File: config.mk
export PLATFORM = sky130hd
export DESIGN_NAME = green_feature_extractor_flat
export DESIGN_NICKNAME = d
export VERILOG_FILES = /design/src/rtl/green_feature_extractor_if.sv /design/src/rtl/green_feature_extractor.sv /design/src/flat_wrapper.sv
export SDC_FILE = /design/constraint.sdc
export NUM_CORES = 2
export LEC_CHECK = 0
export CORE_ASPECT_RATIO = 0.8
export CORE_MARGIN = 4
export CORE_UTILIZATION = 35
export DETAILED_ROUTE_END_ITERATION = 8
export DONT_BUFFER_PORTS = 1
export GPL_ROUTABILITY_DRIVEN = 0
export PLACE_DENSITY = 0.52
export SYNTH_ARGS = -nofsm -noshare
export SYNTH_HDL_FRONTEND = slang
export SYNTH_SLANG_ARGS = --single-unit
File: constraint.sdc
create_clock -name clk -period 8.9 [get_ports clk]
set_clock_uncertainty 0.2 [all_clocks]
set_input_delay 1.78 -clock clk [delete_from_list [all_inputs] [get_ports clk]]
set_output_delay 1.78 -clock clk [all_outputs]
set_load 0.05 [all_outputs]
File: src/rtl/green_feature_extractor_if.sv
// rtl/green_feature_extractor_if.sv - pixel stream and feature bundle interface
//
// Purpose: groups the pixel input handshake and the feature output handshake.
// Ports (signals):
//   pix_valid/pix_ready/pix_data  pixel stream into the extractor
//   feat_valid/feat_ready         feature bundle handshake out of the extractor
//   sum/sum_left/leftmost/has_hand/strip  feature bundle payload
// Modports: master = pixel source / feature consumer, slave = extractor.
interface green_feature_extractor_if #(
    parameter int LENGTH = 32
) ();
    logic              pix_valid;
    logic              pix_ready;
    logic [23:0]       pix_data;
    logic              feat_valid;
    logic              feat_ready;
    logic [31:0]       sum;
    logic [31:0]       sum_left;
    logic [31:0]       leftmost;
    logic              has_hand;
    logic [LENGTH-1:0] strip;

    modport master (
        output pix_valid, pix_data, feat_ready,
        input  pix_ready, feat_valid, sum, sum_left, leftmost, has_hand, strip
    );

    modport slave (
        input  pix_valid, pix_data, feat_ready,
        output pix_ready, feat_valid, sum, sum_left, leftmost, has_hand, strip
    );
endinterface

File: src/rtl/green_feature_extractor.sv
// rtl/green_feature_extractor.sv - green mask front end of the rps classifier
//
// Purpose: thresholds a raster pixel stream into a green mask, counts green
// pixels (total and left region), finds the leftmost green column and reads
// that column back from the mask RAM as a vertical strip.
// Ports:
//   clk      rising-edge clock
//   rst_n    asynchronous active-low reset
//   init_in  start pulse, honoured only in IDLE
//   busy     high whenever not IDLE
//   bus      green_feature_extractor_if.slave (pixel stream in, features out)
// Optional feature: define RPS_STRIP_OFFSET_EN to read the strip from column
// min(leftmost+STRIP_OFFSET, WIDTH-1) instead of the leftmost column.
module green_feature_extractor #(
    parameter int LENGTH            = 32,
    parameter int WIDTH             = 32,
    parameter int LEFT              = 16,
    parameter int LOWER_GREEN_ONE   = 0,
    parameter int UPPER_GREEN_ONE   = 100,
    parameter int LOWER_GREEN_TWO   = 100,
    parameter int UPPER_GREEN_TWO   = 255,
    parameter int LOWER_GREEN_THREE = 0,
    parameter int UPPER_GREEN_THREE = 100,
    parameter int STRIP_OFFSET      = 8
) (
    input  logic                     clk,
    input  logic                     rst_n,
    input  logic                     init_in,
    output logic                     busy,
    green_feature_extractor_if.slave bus
);
    localparam int RW = (LENGTH > 1) ? $clog2(LENGTH) : 1;
    localparam int CW = (WIDTH > 1) ? $clog2(WIDTH) : 1;

    typedef enum logic [1:0] {
        S_IDLE,
        S_CAPTURE,
        S_STRIP,
        S_DONE
    } state_t;

    state_t            r_state;
    state_t            w_next;

    logic [RW-1:0]     r_row;
    logic [CW-1:0]     r_col;
    logic [31:0]       r_sum;
    logic [31:0]       r_sum_left;
    logic [31:0]       r_leftmost;
    logic              r_has_hand;
    logic [LENGTH-1:0] r_strip;
    logic              r_feat_valid;
    logic [31:0]       r_strip_cnt;
    logic              r_rd_bit;
    logic              r_rd_vld;
    logic [RW-1:0]     r_rd_row;

    // Mask RAM, one word per row; contents need no reset.
    logic [WIDTH-1:0]  r_mask_ram [LENGTH];

    logic              w_xfer;
    logic              w_mask;
    logic              w_last_pix;
    logic              w_strip_end;
    logic [31:0]       w_sel_full;
    logic [CW-1:0]     w_sel;

    always_comb begin
        w_mask = (int'(bus.pix_data[7:0])   >= LOWER_GREEN_ONE)   &&
                 (int'(bus.pix_data[7:0])   <= UPPER_GREEN_ONE)   &&
                 (int'(bus.pix_data[15:8])  >= LOWER_GREEN_TWO)   &&
                 (int'(bus.pix_data[15:8])  <= UPPER_GREEN_TWO)   &&
                 (int'(bus.pix_data[23:16]) >= LOWER_GREEN_THREE) &&
                 (int'(bus.pix_data[23:16]) <= UPPER_GREEN_THREE);
    end

    assign w_xfer      = bus.pix_valid && (r_state == S_CAPTURE);
    assign w_last_pix  = (r_row == RW'(LENGTH - 1)) && (r_col == CW'(WIDTH - 1));
    assign w_strip_end = (r_strip_cnt == 32'(LENGTH));

`ifdef RPS_STRIP_OFFSET_EN
    // Read further right into the hand, clamped to the last column.
    assign w_sel_full = ((r_leftmost + 32'(STRIP_OFFSET)) > 32'(WIDTH - 1)) ?
                        32'(WIDTH - 1) : (r_leftmost + 32'(STRIP_OFFSET));
`else
    assign w_sel_full = r_leftmost;
`endif
    // When no hand was seen the sentinel may truncate to any column; the strip
    // write is gated by has_hand so the value read then does not matter.
    assign w_sel = w_sel_full[CW-1:0];

    always_ff @(posedge clk or negedge rst_n) begin
        if (!rst_n) begin
            r_state <= S_IDLE;
        end else begin
            r_state <= w_next;
        end
    end

    always_comb begin
        w_next        = r_state;
        busy          = (r_state != S_IDLE);
        bus.pix_ready = (r_state == S_CAPTURE);
        case (r_state)
            S_IDLE:    if (init_in) w_next = S_CAPTURE;
            S_CAPTURE: if (w_xfer && w_last_pix) w_next = S_STRIP;
            S_STRIP:   if (w_strip_end) w_next = S_DONE;
            S_DONE:    if (r_feat_valid && bus.feat_ready) w_next = S_IDLE;
            default:   w_next = S_IDLE;
        endcase
    end

    always_ff @(posedge clk) begin
        if (w_xfer) begin
            r_mask_ram[r_row][r_col] <= w_mask;
        end
    end

    always_ff @(posedge clk or negedge rst_n) begin
        if (!rst_n) begin
            r_row        <= '0;
            r_col        <= '0;
            r_sum        <= '0;
            r_sum_left   <= '0;
            r_leftmost   <= '0;
            r_has_hand   <= 1'b0;
            r_strip      <= '0;
            r_feat_valid <= 1'b0;
            r_strip_cnt  <= '0;
            r_rd_bit     <= 1'b0;
            r_rd_vld     <= 1'b0;
            r_rd_row     <= '0;
        end else begin
            case (r_state)
                S_IDLE: begin
                    r_rd_vld     <= 1'b0;
                    r_feat_valid <= 1'b0;
                    if (init_in) begin
                        r_row       <= '0;
                        r_col       <= '0;
                        r_sum       <= '0;
                        r_sum_left  <= '0;
                        r_leftmost  <= 32'(WIDTH);
                        r_has_hand  <= 1'b0;
                        r_strip     <= '0;
                        r_strip_cnt <= '0;
                    end
                end
                S_CAPTURE: begin
                    r_strip_cnt <= '0;
                    if (w_xfer) begin
                        r_sum <= r_sum + 32'(w_mask);
                        if (32'(r_col) < 32'(LEFT)) begin
                            r_sum_left <= r_sum_left + 32'(w_mask);
                        end
                        if (w_mask && (32'(r_col) < r_leftmost)) begin
                            r_leftmost <= 32'(r_col);
                        end
                        if (r_col == CW'(WIDTH - 1)) begin
                            r_col <= '0;
                            r_row <= w_last_pix ? '0 : r_row + 1'b1;
                        end else begin
                            r_col <= r_col + 1'b1;
                        end
                    end
                end
                S_STRIP: begin
                    r_strip_cnt <= r_strip_cnt + 32'd1;
                    // Sentinel still at WIDTH means no green pixel this frame.
                    if (r_strip_cnt == 32'd0) begin
                        if (r_leftmost == 32'(WIDTH)) begin
                            r_has_hand <= 1'b0;
                            r_leftmost <= '0;
                        end else begin
                            r_has_hand <= 1'b1;
                        end
                    end
                    // Registered read: row issued in cycle c lands in strip in c+1.
                    if (r_strip_cnt < 32'(LENGTH)) begin
                        r_rd_bit <= r_mask_ram[r_strip_cnt[RW-1:0]][w_sel];
                        r_rd_row <= r_strip_cnt[RW-1:0];
                        r_rd_vld <= 1'b1;
                    end else begin
                        r_rd_vld <= 1'b0;
                    end
                    if (r_rd_vld && r_has_hand) begin
                        r_strip[r_rd_row] <= r_rd_bit;
                    end
                end
                S_DONE: begin
                    r_rd_vld     <= 1'b0;
                    r_feat_valid <= !(r_feat_valid && bus.feat_ready);
                end
                default: begin
                    r_rd_vld     <= 1'b0;
                    r_feat_valid <= 1'b0;
                end
            endcase
        end
    end

    assign bus.feat_valid = r_feat_valid;
    assign bus.sum        = r_sum;
    assign bus.sum_left   = r_sum_left;
    assign bus.leftmost   = r_leftmost;
    assign bus.has_hand   = r_has_hand;
    assign bus.strip      = r_strip;
endmodule

File: src/flat_wrapper.sv
// flat-port wrapper written by rule: the top's interface ports become plain ports
module green_feature_extractor_flat 
#(
    parameter int LENGTH            = 32,
    parameter int WIDTH             = 32,
    parameter int LEFT              = 16,
    parameter int LOWER_GREEN_ONE   = 0,
    parameter int UPPER_GREEN_ONE   = 100,
    parameter int LOWER_GREEN_TWO   = 100,
    parameter int UPPER_GREEN_TWO   = 255,
    parameter int LOWER_GREEN_THREE = 0,
    parameter int UPPER_GREEN_THREE = 100,
    parameter int STRIP_OFFSET      = 8
)
  (clk, rst_n, init_in, busy, bus_pix_valid, bus_pix_data, bus_feat_ready, bus_pix_ready, bus_feat_valid, bus_sum, bus_sum_left, bus_leftmost, bus_has_hand, bus_strip);
  green_feature_extractor_if #(.LENGTH(LENGTH)) bus_i ();
  input  logic clk;
  input  logic rst_n;
  input  logic init_in;
  output logic busy;
  input wire logic [$bits(bus_i.pix_valid)-1:0] bus_pix_valid;
  input wire logic [$bits(bus_i.pix_data)-1:0] bus_pix_data;
  input wire logic [$bits(bus_i.feat_ready)-1:0] bus_feat_ready;
  output wire logic [$bits(bus_i.pix_ready)-1:0] bus_pix_ready;
  output wire logic [$bits(bus_i.feat_valid)-1:0] bus_feat_valid;
  output wire logic [$bits(bus_i.sum)-1:0] bus_sum;
  output wire logic [$bits(bus_i.sum_left)-1:0] bus_sum_left;
  output wire logic [$bits(bus_i.leftmost)-1:0] bus_leftmost;
  output wire logic [$bits(bus_i.has_hand)-1:0] bus_has_hand;
  output wire logic [$bits(bus_i.strip)-1:0] bus_strip;
  assign bus_i.pix_valid = bus_pix_valid;
  assign bus_i.pix_data = bus_pix_data;
  assign bus_i.feat_ready = bus_feat_ready;
  assign bus_pix_ready = bus_i.pix_ready;
  assign bus_feat_valid = bus_i.feat_valid;
  assign bus_sum = bus_i.sum;
  assign bus_sum_left = bus_i.sum_left;
  assign bus_leftmost = bus_i.leftmost;
  assign bus_has_hand = bus_i.has_hand;
  assign bus_strip = bus_i.strip;
  green_feature_extractor #(.LENGTH(LENGTH), .WIDTH(WIDTH), .LEFT(LEFT), .LOWER_GREEN_ONE(LOWER_GREEN_ONE), .UPPER_GREEN_ONE(UPPER_GREEN_ONE), .LOWER_GREEN_TWO(LOWER_GREEN_TWO), .UPPER_GREEN_TWO(UPPER_GREEN_TWO), .LOWER_GREEN_THREE(LOWER_GREEN_THREE), .UPPER_GREEN_THREE(UPPER_GREEN_THREE), .STRIP_OFFSET(STRIP_OFFSET)) u_core (.clk(clk), .rst_n(rst_n), .init_in(init_in), .busy(busy), .bus(bus_i));
endmodule
== Yosys cells after proc, flatten, opt, wreduce, memory -nomap -nowiden ==
Memories as Yosys holds them, arrays and structs flattened.
Index checks and enable logic that the tools add are counted.

* Flip-flop bits (word level): 181
* Bits in writable memories: 1024
* Input port bits: 29
* Output and inout port bits: 132
* Word-level logic and storage cells: 121
* Memories kept: 1

* $add $sub $neg: 5
* Order comparisons: 11
* Eq/ne operators: 18
* Muxes and demuxes: 44
* Reductions and logical operators: 29

{| class="wikitable"
|+ Memories
! name !! words !! bits a word !! read ports !! clocked after Yosys merged registers in !! wr ports !! RTL line !! source
|-
| u_core.r_mask_ram || 32 || 32 || 1 || 0 || 1 || green_feature_extractor.sv:59 || <nowiki>logic [WIDTH-1:0] r_mask_ram [LENGTH];</nowiki>
|}

{| class="wikitable"
|+ Operators by type and width
! cell !! count
|-
| 32-bit 2-to-1 mux || 11
|-
| 32-bit one-hot mux with 2 select lines || 3
|-
| 32-bit one-hot mux with 3 select lines || 2
|-
| 32-bit by 1-bit adder with 32-bit output || 2
|-
| 32-bit by 6-bit == test with 1-bit output (second input constant) || 2
|-
| 32-bit by 1-bit adder with 32-bit output (second input constant) || 1
|-
| 32-bit bitwise mux || 1
|-
| 32-bit zero test || 1
|-
| 32-bit by 6-bit < comparator with 1-bit output (second input constant) || 1
|-
| 5-bit by 32-bit < comparator with 1-bit output || 1
|-
| 5-bit 2-to-1 mux || 6
|-
| 2-bit by 1-bit inequality test with 1-bit output (second input constant) || 10
|-
| 5-bit one-hot mux with 2 select lines || 2
|-
| 5-bit by 6-bit < comparator with 1-bit output (second input constant) || 3
|-
| 8-bit by 7-bit less-or-equal comparator with 1-bit output (second input constant) || 2
|-
| 4-bit AND reduction || 3
|-
| 5-bit by 1-bit adder with 5-bit output (second input constant) || 2
|-
| 1-bit demux with 5-bit select || 2
|-
| 5-bit == test (second input constant) || 2
|-
| 5-bit by 1-bit greater-or-equal comparator with 1-bit output (second input constant) || 2
|-
| 1-bit logical AND || 10
|-
| 2-bit nonzero test || 5
|-
| 3-bit AND reduction || 3
|-
| 8-bit by 7-bit greater-or-equal comparator with 1-bit output (second input constant) || 1
|-
| 15 further kinds || 29
|}

== Depth between registers and ports, before layout ==
* Word-level depth: 7
* Mapped depth: 13
* Gate-level depth less buffers: 13

== Worst setup path before layout ==
No wires, ideal clock.

* Kind: input port to flip-flop
* Start: in bus_pix_data[23]
* End: mem u_core.r_mask_ram[0][0], data pin
* Setup time: 10.942 ns
* Arrival time: 56.719 ns
* Required time: -2.242 ns
* Path slack: -58.961 ns
* Stages: 1
* Buffers on the path: 0
* Cell sequence: nor4_1

* Longest elaborated chain between the ends: 2

{| class="wikitable"
|+ RTL lines
! item !! RTL line !! source
|-
| start: declaration || flat_wrapper.sv:22 || <nowiki>input wire logic [$bits(bus_i.pix_data)-1:0] bus_pix_data;</nowiki>
|-
| 8-bit by 7-bit less-or-equal comparator with 1-bit output || green_feature_extractor.sv:74 || <nowiki>(int'(bus.pix_data[23:16]) <= UPPER_GREEN_THREE);</nowiki>
|-
| 1-bit logical AND || green_feature_extractor.sv:73 || <nowiki>(int'(bus.pix_data[23:16]) >= LOWER_GREEN_THREE) &&</nowiki>
|-
| end: declaration || green_feature_extractor.sv:59 ||
|}

No other way between the ends.

== Final worst setup path ==
* Start: reg u_core.r_strip_cnt[0]
* End: reg u_core.r_rd_bit

* Longest elaborated chain between the ends: 3

{| class="wikitable"
|+ RTL lines
! item !! RTL line !! source
|-
| start: declaration || green_feature_extractor.sv:53 || <nowiki>logic [31:0] r_strip_cnt;</nowiki>
|-
| start signal: assignment || green_feature_extractor.sv:168 || <nowiki>r_strip_cnt <= r_strip_cnt + 32'd1;</nowiki>
|-
| memory 32 x 32 bit || n/a ||
|-
| 1-bit binary-select mux with 5-bit select || green_feature_extractor.sv:180 || <nowiki>r_rd_bit <= r_mask_ram[r_strip_cnt[RW-1:0]][w_sel];</nowiki>
|-
| 1-bit 2-to-1 mux (implied by the code) || green_feature_extractor.sv:180 ||
|-
| end signal: assignment || green_feature_extractor.sv:180 ||
|-
| end: declaration || green_feature_extractor.sv:54 || <nowiki>logic r_rd_bit;</nowiki>
|}

Parallel ways exist; a longest one is shown, timed or not. The select of a mux whose other input is x is not followed.
A chain may end at the register's enable or synchronous reset.

==> results.py <==
metrics = {
    "synthesis": {
        "avgSynthCellArea_sq_um": 13.4,
        "synth_edf_count": 1024,
        "syn_area_sq_mm": 0.0525,
        "ys_ff_latch": 1179,
        "synth_area_leaders": "edfxtp_1 59%, mux4_2 9.5%, nor2_1 8.3%, dfrtp_1 7.4%, mux2i_1 2.5%",
        "syn_inst": 3926,
        "async_reset_ff_frac": 0.131,
        "synth_top_area_share": 0.586,
        "synth_area_leader_cell": "edfxtp_1",
        "ys.flop_type": "edfxtp_1",
        "yosysSeqAreaShare": 0.660,
        "ys_warn_count": 0,
        "ys_types": 69,
    },
    "final_layout": {
        "final_util": 0.391,
        "finalNetCount": 3844,
        "drive_gt1_frac": 0.143,
        "mostFrequentLayoutCell": "nor2_1",
        "num_antenna_cells": 0,
        "synthToLayoutAreaGrowth_pct": 10.5,
        "final_cell_mix": "1153 x nor2_1, 1024 x edfxtp_1, 221 x mux4_2",
    },
    "critical_path": {
        "crit_top_cell": "o311ai_1",
        "critPathLaunch": "u_core.r_strip_cnt[0]",
        "path_delay_family": "compound AO/OA/AOI/OAI gates",
        "r2r_setup_slack_ns": 3.82,
        "timing.rr.end": "u_core.r_rd_bit",
        "crit_fanout": 37,
        "crit_path_max_incr_delay_ns": 0.92,
        "setup.worst_path.start_class": "flip-flop",
        "crit_chain": "buf_4 -> mux4_2 -> and2_1 -> o311ai_1 -> a31oi_1 -> nor4_1 -> o32ai_1 -> o311ai_1 -> o211ai_1",
        "crit_slowest_cell": "dfrtp_4",
        "criticalPathCategory": "flip-flop to flip-flop",
        "worst_r2r_startpoint": "u_core.r_strip_cnt[0]",
        "cp.depth": 9,
        "critPathCaptureType": "flip-flop",
        "worst_ep_arrival_time_ns": 5.41,
        "cp-endpoint": "u_core.r_rd_bit",
        "rr_worst_depth": 9,
        "cp.buffers_inverters": 1,
        "cp.required_ns": 9.23,
    },
    "detailed_routing": {
        "drc": 0,
        "via_per_inst": 5.49,
        "routed_wl_mm": 152,
        "num_vias": 32300,
        "wire_per_inst_microns": 25.8,
        "drtIter0Drc": 3947,
        "first_pass_iters": 6,
        "antenna_left": 0,
    },
    "timing": {
        "post-route-period-util": 0.570,
        "slew_viol_final": 0,
        "layout_min_cycle_time_ns": 5.08,
        "finalSetupViolations": 0,
        "rsz0062_at_grt": "false",
        "fin_ws_ns": 3.82,
        "fmax_ghz": 0.197,
        "hold_violations": 0,
        "tns_ns": 0,
        "slew_headroom": 0.163,
        "fin_hold_ws_ns": 0.278,
        "worst_pin_slew_ns": 1.25,
    },
    "worst_hold_path": {
        "min_path_cells": 2,
        "hold_path.class": "flip-flop to flip-flop",
        "min_from": "u_core.r_rd_vld",
    },
    "floorplanning": {
        "dieArea_sq_mm": 0.156,
        "core_region_area_sq_mm": 0.148,
        "io-pin-count": 161,
        "start_util": 0.354,
        "die_w_microns": 441,
        "die_h_microns": 354,
        "row_count": 126,
    },
    "clock_network": {
        "h-tree-depth": 3,
        "cts_tree": "built",
        "cts_made_buffers": 116,
        "postCtsHoldBufs": 0,
        "clk_pin_slew_ns": 0.07,
        "clock_path_buffers": 3,
        "insertion_delay_ns": 0.72,
        "post_cts_buffers": 0,
        "post_cts_resized": 0,
        "cts_root_buf": "clkbuf_16",
        "clock_sinks": 1179,
    },
    "global_routing": {
        "overflow": 0,
        "grt_pass1_wl_mm": 220,
        "antenna_found_initial": 5,
        "grt_pass1_vias": 30700,
        "track_usage": 0.190,
        "grt_max_degree": 257,
    },
    "power_and_ir_drop": {
        "power_mw": 12.0,
        "power.density_mw_per_mm2": 208,
        "p_leak_nw": 17.7,
        "vdd_ir_drop_max_v": 0.000197,
    },
    "run_status": {
        "status": "finished, final reports clean",
    },
    "placement": {
        "dp_slack_ns": 3.48,
        "port_buffers": 0,
        "hpwl_mm": 80.9,
    },
    "job": {
        "cap_viol_max_count": 0,
    },
}
cell families after synthesis:
family,count (synthesis),synth area share
XOR/XNOR,82,0.0137
other,1,0.0000714
flip-flops,1179,0.660
buffers and inverters,386,0.0348
multiplexers,364,0.122
AND/OR/NAND/NOR,1593,0.125
AO/OA/AOI/OAI,296,0.0388
adder cells (fa/ha/maj),25,0.00596
tightest hold or removal path, stage by stage (launching register included):
cell,delay [ns]
dfrtp_1,0.34
nand2_1,0.04
o21ai_0,0.06
cell usage after synthesis (52+ instances only):
cell      number
a21oi_1       52
nand2_1      189
xor2_1        54
mux2i_1      133
nor2_1      1157
dfrtp_1      155
mux4_2       221
edfxtp_1    1024
o21ai_0       67
nand3_1       77
o221ai_1      56
clkbuf_1     253
layout make-up:
cell class / instances / area, sq um
fill: 14100 / 90200
sequential: 1179 / 34600
multi-input combinational: 2386 / 16400
clock buffer: 148 / 3070
tap: 1984 / 2480
timing repair buffer: 80 / 676
clock inverter: 73 / 596
inverter: 27 / 104
per-stage QoR:
stage                     instances  instance area, sq um
after floorplan                3951                 52700
after global placement         5656                 54300
after detailed placement       5656                 54300
after CTS                      5877                 58000
after global routing           5877                 58000
final                          5877                 58000
worst min-delay path by stage:
stage | end | slack [ns]
finish | u_core.r_rd_vld | 0.28
global route | u_core.r_rd_vld | 0.34
CTS | u_core.r_rd_vld | 0.29
detailed placement | u_core.r_rd_vld | 0.27
global placement | u_core.r_rd_vld | 0.27
floorplan | u_core.r_rd_vld | 0.25
layer usage:
| metal | vias up | part of all wire | GRT usage |
|---|---|---|---|
| met2 | 1173 | 0.44 | 0.280 |
| met4 | 2 | 0.017 | 0.0349 |
| li1 | 14000 | - | - |
| met5 | - | 0.000086 | 0 |
| met1 | 17000 | 0.46 | 0.293 |
| met3 | 180 | 0.083 | 0.0369 |
registers in the layout (all words and copies together), names as in the netlist:
signal / count
u_core.r_mask_ram: 1024
u_core.bus.strip: 32
u_core.bus.sum: 32
u_core.bus.sum_left: 32
u_core.r_strip_cnt: 32
u_core.bus.leftmost: 6
u_core.r_col: 5
u_core.r_rd_row: 5
u_core.r_row: 5
u_core.r_state: 2
u_core.bus.feat_valid: 1
u_core.bus.has_hand: 1
u_core.r_rd_bit: 1
u_core.r_rd_vld: 1
power by group:
part / total [mW] / internal [mW] / switching [mW]
clock network: 4.87 / 2.69 / 2.18
registers: 6.20 / 6.04 / 0.157
logic: 0.967 / 0.169 / 0.798
Power figures use the tool's default switching activity.
